**config.mk**
```make
export PLATFORM = sky130hd
export DESIGN_NAME = fifo_wr_arb_ctrl
export DESIGN_NICKNAME = d
export VERILOG_FILES = /design/src/rtl/fifo_wr_arb_ctrl.sv
export SDC_FILE = /design/constraint.sdc
export NUM_CORES = 1
export LEC_CHECK = 0
export CORE_AREA = 2 2 54 56
export DETAILED_ROUTE_END_ITERATION = 12
export DIE_AREA = 0 0 56 58
export MAX_ROUTING_LAYER = met4
export PLACE_DENSITY = 0.81
export REMOVE_ABC_BUFFERS = 1
export SETUP_SLACK_MARGIN = 0.2
export SLEW_MARGIN = 30
export SYNTH_ARGS = -nofsm -noshare
export SYNTH_HDL_FRONTEND = slang
export SYNTH_SLANG_ARGS = --single-unit
```
**constraint.sdc**
```tcl
create_clock -name clk -period 4.1 [get_ports clk]
set_input_delay 1.025 -clock clk [delete_from_list [all_inputs] [get_ports clk]]
set_output_delay 1.025 -clock clk [all_outputs]
set_load 0.02 [all_outputs]
```
**src/rtl/fifo_wr_arb_ctrl.sv**
```systemverilog
// Two-requester write arbiter and pointer/flag controller for an external FIFO memory.
// Round-robin priority flips after each accepted write; the read side is show-ahead.
module fifo_wr_arb_ctrl #(
    parameter int DATA  = 16,
    parameter int DEPTH = 8,
    parameter int PTR_W = 4
) (
    input  logic               clk,
    input  logic               rst,
    input  logic               flush,
    input  logic               req0_valid,
    input  logic [DATA-1:0]    req0_data,
    output logic               req0_ready,
    input  logic               req1_valid,
    input  logic [DATA-1:0]    req1_data,
    output logic               req1_ready,
    input  logic               rd_en,
    output logic               mem_wclken,
    output logic [PTR_W-2:0]   mem_waddr,
    output logic [DATA-1:0]    mem_wdata,
    output logic [PTR_W-2:0]   mem_raddr,
    output logic               full,
    output logic               empty,
    output logic [PTR_W-1:0]   count,
    output logic               grant_id,
    output logic               rd_err
);

    localparam int ADDR_W = $clog2(DEPTH);

    typedef enum logic {
        PRI0 = 1'b0,
        PRI1 = 1'b1
    } pri_t;

    pri_t             r_state;
    pri_t             w_state_next;
    logic [PTR_W-1:0] r_wptr;
    logic [PTR_W-1:0] r_rptr;
    logic             r_rd_err;

    logic             w_empty;
    logic             w_full;
    logic             w_grant;
    logic             w_wr_ok;
    logic             w_wr_acc;
    logic             w_pop;
    logic             w_pop_err;

    assign w_empty = (r_wptr == r_rptr);
    assign w_full  = (r_wptr[PTR_W-1] != r_rptr[PTR_W-1]) &&
                     (r_wptr[ADDR_W-1:0] == r_rptr[ADDR_W-1:0]);

    // Grant: a lone requester wins; contention or silence falls back to the preferred one.
    always_comb begin
        w_grant = (r_state == PRI1);
        if (req0_valid && !req1_valid) begin
            w_grant = 1'b0;
        end else if (req1_valid && !req0_valid) begin
            w_grant = 1'b1;
        end
    end

    // No write is taken while reset is asserted, so the words offered then are dropped.
    assign w_wr_ok    = !w_full && !flush && !rst;
    assign req0_ready = w_wr_ok && !w_grant;
    assign req1_ready = w_wr_ok && w_grant;
    assign w_wr_acc   = (req0_valid && req0_ready) || (req1_valid && req1_ready);
    assign w_pop      = rd_en && !w_empty && !flush;
    assign w_pop_err  = rd_en && w_empty;

    always_comb begin
        w_state_next = r_state;
        if (w_wr_acc) begin
            w_state_next = w_grant ? PRI0 : PRI1;
        end
    end

    always_ff @(posedge clk) begin
        if (rst) begin
            r_state <= PRI0;
        end else begin
            r_state <= w_state_next;
        end
    end

    always_ff @(posedge clk) begin
        if (rst) begin
            r_wptr   <= '0;
            r_rptr   <= '0;
            r_rd_err <= 1'b0;
        end else begin
            if (w_pop_err) begin
                r_rd_err <= 1'b1;
            end
            if (flush) begin
                r_wptr <= '0;
                r_rptr <= '0;
            end else begin
                if (w_wr_acc) begin
                    r_wptr <= r_wptr + PTR_W'(1);
                end
                if (w_pop) begin
                    r_rptr <= r_rptr + PTR_W'(1);
                end
            end
        end
    end

    assign mem_wclken = w_wr_acc;
    assign mem_waddr  = r_wptr[ADDR_W-1:0];
    assign mem_wdata  = w_grant ? req1_data : req0_data;
    assign mem_raddr  = r_rptr[ADDR_W-1:0];
    assign full       = w_full;
    assign empty      = w_empty;
    assign count      = r_wptr - r_rptr;
    assign grant_id   = w_grant;
    assign rd_err     = r_rd_err;

endmodule

```
==> run summary <==
The number of antenna violations at the first check in global routing came to 0. The worst hold path terminates at rd_err$_SDFFE_PP0P_. The post-synthesis instance total came out at 98. STA classifies the critical path endpoint as an output pin. The routability-driven placement congestion ratio is 0.825. After clock tree synthesis, the clock-pin slew on the worst setup and hold paths is 0.07 ns. The endpoint identified for the worst register-to-register timing path is r_rptr[1]$_SDFFE_PP0P_. The layout net count is 212.

The initial core utilization came out at 0.341. The worst hold path begins at rd_err$_SDFFE_PP0P_. The synthesis-to-finish area growth is 79.6%.

The pin slew with the least headroom to its limit came out at 0.467 ns. The minimum clock period after layout came out at 3.85 ns. The ratio of cells with drive above 1 in the final layout came out at 0.174. The routed layout has 955 vias.

The count of routing violations after the opening detailed-route iteration came out at 11. Synthesis instantiated 31 different standard cells from the library. TritonCTS built the clock tree.

The timing-limited maximum frequency came out at 0.260 GHz. The insertion delay of the later-clocked pin in the worst-skew pair came out at 0.27 ns. The core region area came out at 0.00266 mm^2. The total placed instance area came out at 0.00157 mm^2.

For this run, design rule violations remaining after detail routing come to 0. The number of synthesis warnings is 0. The finished cells cover 0.00163 mm^2.

The number of fill cells in the layout came out at 237. The via count of the first global-routing pass is 924. The sum of routed wire length over all layers came out at 3100 um. The global router's overall resource usage is 0.195. The average via count per standard cell is 4.82. The critical path in this run is classified as input port to output pin. Entering global routing, the biggest net connects 13 pins.

The cell area power density is 219 mW/mm^2. The maximum buffer depth of the clock tree came out at 2. The maximum vdd drop is 0.000198 V. In this run the critical register-to-register path is launched from r_rptr[1]$_SDFFE_PP0P_. The clock skew after layout came out at 0.000564 ns. The classification of the worst-slack hold path is register to register. The sort of element at the start of the critical path is an input port. The die is 58 um tall. The flow ran to the end, and the final reports show no timing, DRC or antenna violations. After floorplanning, the core was divided into 19 placement rows. For the worst setup path, the data arrival time is 2.82 ns. The tree is rooted in a sky130_fd_sc_hd__clkbuf_4.

The maximum level of the CTS H-tree is 1. The worst hold path passes through 2 cells. The count of buffers added on input and output ports is 70. The mean instance size in the synthesized netlist came out at 9.26 um^2. The share of synthesized area occupied by flip-flops and latches came out at 0.221. The total die area is 0.00325 mm^2. The first global-routing pass estimated 4730 um of wire. The number of detailed-routing iterations run before antenna repair is 4.

The clock sink count is 10. Setup slack on the worst reg-to-reg path comes out at 2.39 ns. In this run the worst path has a maximum fanout of 12. The period utilization is 0.938.

The final-report hold violation count was 0. The average detailed-routed wire length per instance is 15.7 um. The sum of net half-perimeters after detailed placement came out at 2460 um.

The total of endpoints with negative setup slack in the final report came out at 0. Clock tree synthesis inserted a total of 3 buffers. The post-synthesis instance area is 907 um^2.

Max-cap violations in this run came to 0. The die width is 56 um. The worst relative slew slack came out at 0.688. Setup repair after global routing left no endpoint under its margin. For the worst flop-to-flop path, the logic depth is 6. The data required time of the worst path came out at 3.07 ns. The synthesized flop and latch total is 10. The count of final max-slew check failures is 0.

The count of pins on the block boundary is 71. The post-route setup TNS came out at 0 ns. The residual antenna-violating net count after detailed routing came out at 0. The global route total overflow came out at 0. In this run the static leakage power is 0.712 nW. The repair_antennas step left the layout with diodes totalling 0.
layout make-up:
cell class,count,area [um^2],share of cell area
Clock buffer,4,36.3,0.0223
Inverter,8,30.0,0.0184
Multi-Input combinational cell,70,592,0.363
Sequential cell,10,200,0.123
Tap cell,31,38.8,0.0238
Timing Repair Buffer,75,732,0.449
kinds of logic (layout without fill, tap and decap cells):
group                    Yosys count  in the layout  share of synthesized area
flip-flops                        10             10                      0.221
adder cells (fa/ha/maj)            7              7                      0.103
AO/OA/AOI/OAI                     15             15                     0.0952
XOR/XNOR                           9              9                     0.0952
buffers and inverters             18             87                      0.130
multiplexers                      17             17                      0.239
AND/OR/NAND/NOR                   22             22                      0.117
critical path, stage by stage:
cell and delay (ns):
sky130_fd_sc_hd__clkdlybuf4s50_1 0.49, sky130_fd_sc_hd__inv_2 0.04, sky130_fd_sc_hd__maj3_4 0.42, sky130_fd_sc_hd__mux2_4 0.32
sky130_fd_sc_hd__clkdlybuf4s50_1 0.53
Yosys cell counts, drive strengths merged:
| cell | number | area share |
|---|---|---|
| a21o | 1 | 0.0083 |
| a21oi | 8 | 0.044 |
| and2 | 1 | 0.0069 |
| and3 | 1 | 0.0069 |
| and4b | 1 | 0.011 |
| buf | 9 | 0.092 |
| clkbuf | 1 | 0.0041 |
| dfxtp | 10 | 0.22 |
| fa | 1 | 0.022 |
| ha | 5 | 0.069 |
| inv | 8 | 0.033 |
| maj3 | 1 | 0.012 |
| mux2 | 16 | 0.23 |
| mux2i | 1 | 0.011 |
| nand2 | 2 | 0.0083 |
| nand3 | 1 | 0.0055 |
| nor2 | 10 | 0.041 |
| nor3 | 4 | 0.022 |
| nor3b | 1 | 0.0083 |
| o2111ai | 1 | 0.0097 |
| o211ai | 2 | 0.017 |
| o21ai | 3 | 0.017 |
| or2 | 1 | 0.0069 |
| xnor2 | 5 | 0.048 |
| xor2 | 4 | 0.047 |
repair_timing:
action	4_1_cts	5_1_grt
setup endpoints to repair	18	3
resized for setup	12	3
pin swaps	1	0
hold buffers	0	0
setup buffers	3	0
how the worst max path moves through the flow:
stage	start	endpoint	slack (ns)	depth (start not counted)
5_1_grt	req0_valid	mem_wdata[5]	0.19	5
2_1_floorplan	req0_valid	req1_ready	0.94	3
3_3_place_gp	req0_valid	mem_wdata[15]	0.12	5
6_report	req0_valid	mem_wdata[13]	0.25	5
4_1_cts	req0_valid	mem_wdata[13]	0.26	5
3_5_place_dp	req0_valid	mem_wdata[6]	0.1	5
cell usage in the layout (no fill, tap or decap), types with 2 or more instances in the layout:
| cell | count |
|---|---|
| sky130_fd_sc_hd__clkdlybuf4s50_1 | 56 |
| sky130_fd_sc_hd__dlygate4sd2_1 | 11 |
| sky130_fd_sc_hd__nor2_1 | 10 |
| sky130_fd_sc_hd__dfxtp_1 | 10 |
| sky130_fd_sc_hd__mux2_2 | 9 |
| sky130_fd_sc_hd__a21oi_1 | 8 |
| sky130_fd_sc_hd__inv_1 | 7 |
| sky130_fd_sc_hd__mux2_4 | 7 |
| sky130_fd_sc_hd__xnor2_1 | 5 |
| sky130_fd_sc_hd__ha_1 | 5 |
| sky130_fd_sc_hd__buf_4 | 5 |
| sky130_fd_sc_hd__nor3_1 | 4 |
| sky130_fd_sc_hd__xor2_1 | 3 |
| sky130_fd_sc_hd__clkbuf_4 | 3 |
| sky130_fd_sc_hd__dlymetal6s2s_1 | 3 |
| sky130_fd_sc_hd__o211ai_1 | 2 |
| sky130_fd_sc_hd__o21ai_0 | 2 |
| sky130_fd_sc_hd__nand2_1 | 2 |
per-stage QoR:
stage | setup WS, ns | power [mW] | utilization | hold WS [ns] | instances
2_1_floorplan | 0.938 | 0.182 | - | 0.507 | 88
3_3_place_gp | 0.121 | 0.269 | 0.591 | 0.459 | 191
3_5_place_dp | 0.0987 | 0.273 | 0.591 | 0.472 | 191
4_1_cts | 0.256 | 0.361 | 0.609 | 0.499 | 198
5_1_grt | 0.192 | 0.373 | 0.612 | 0.531 | 198
6_report | 0.252 | 0.357 | 0.612 | 0.484 | 198
power by group:
group	internal [mW]	switching, mW	leakage [nW]
Sequential	0.100	0.00331	0.0814
Clock	0.0540	0.0365	0.0210
Combinational	0.0933	0.0702	0.610
state kept, by name (all words and copies together), names as in the netlist:
name     cells
r_wptr       4
r_state      1
r_rptr       4
rd_err       1
routing by layer:
layer  GRT usage  routed length [um]
met5           -                   0
met4      0.0374                  28
met3      0.0647                 229
met2       0.324                1600
met1       0.233                1250
No activity file was read; power rests on OpenSTA's default activity.
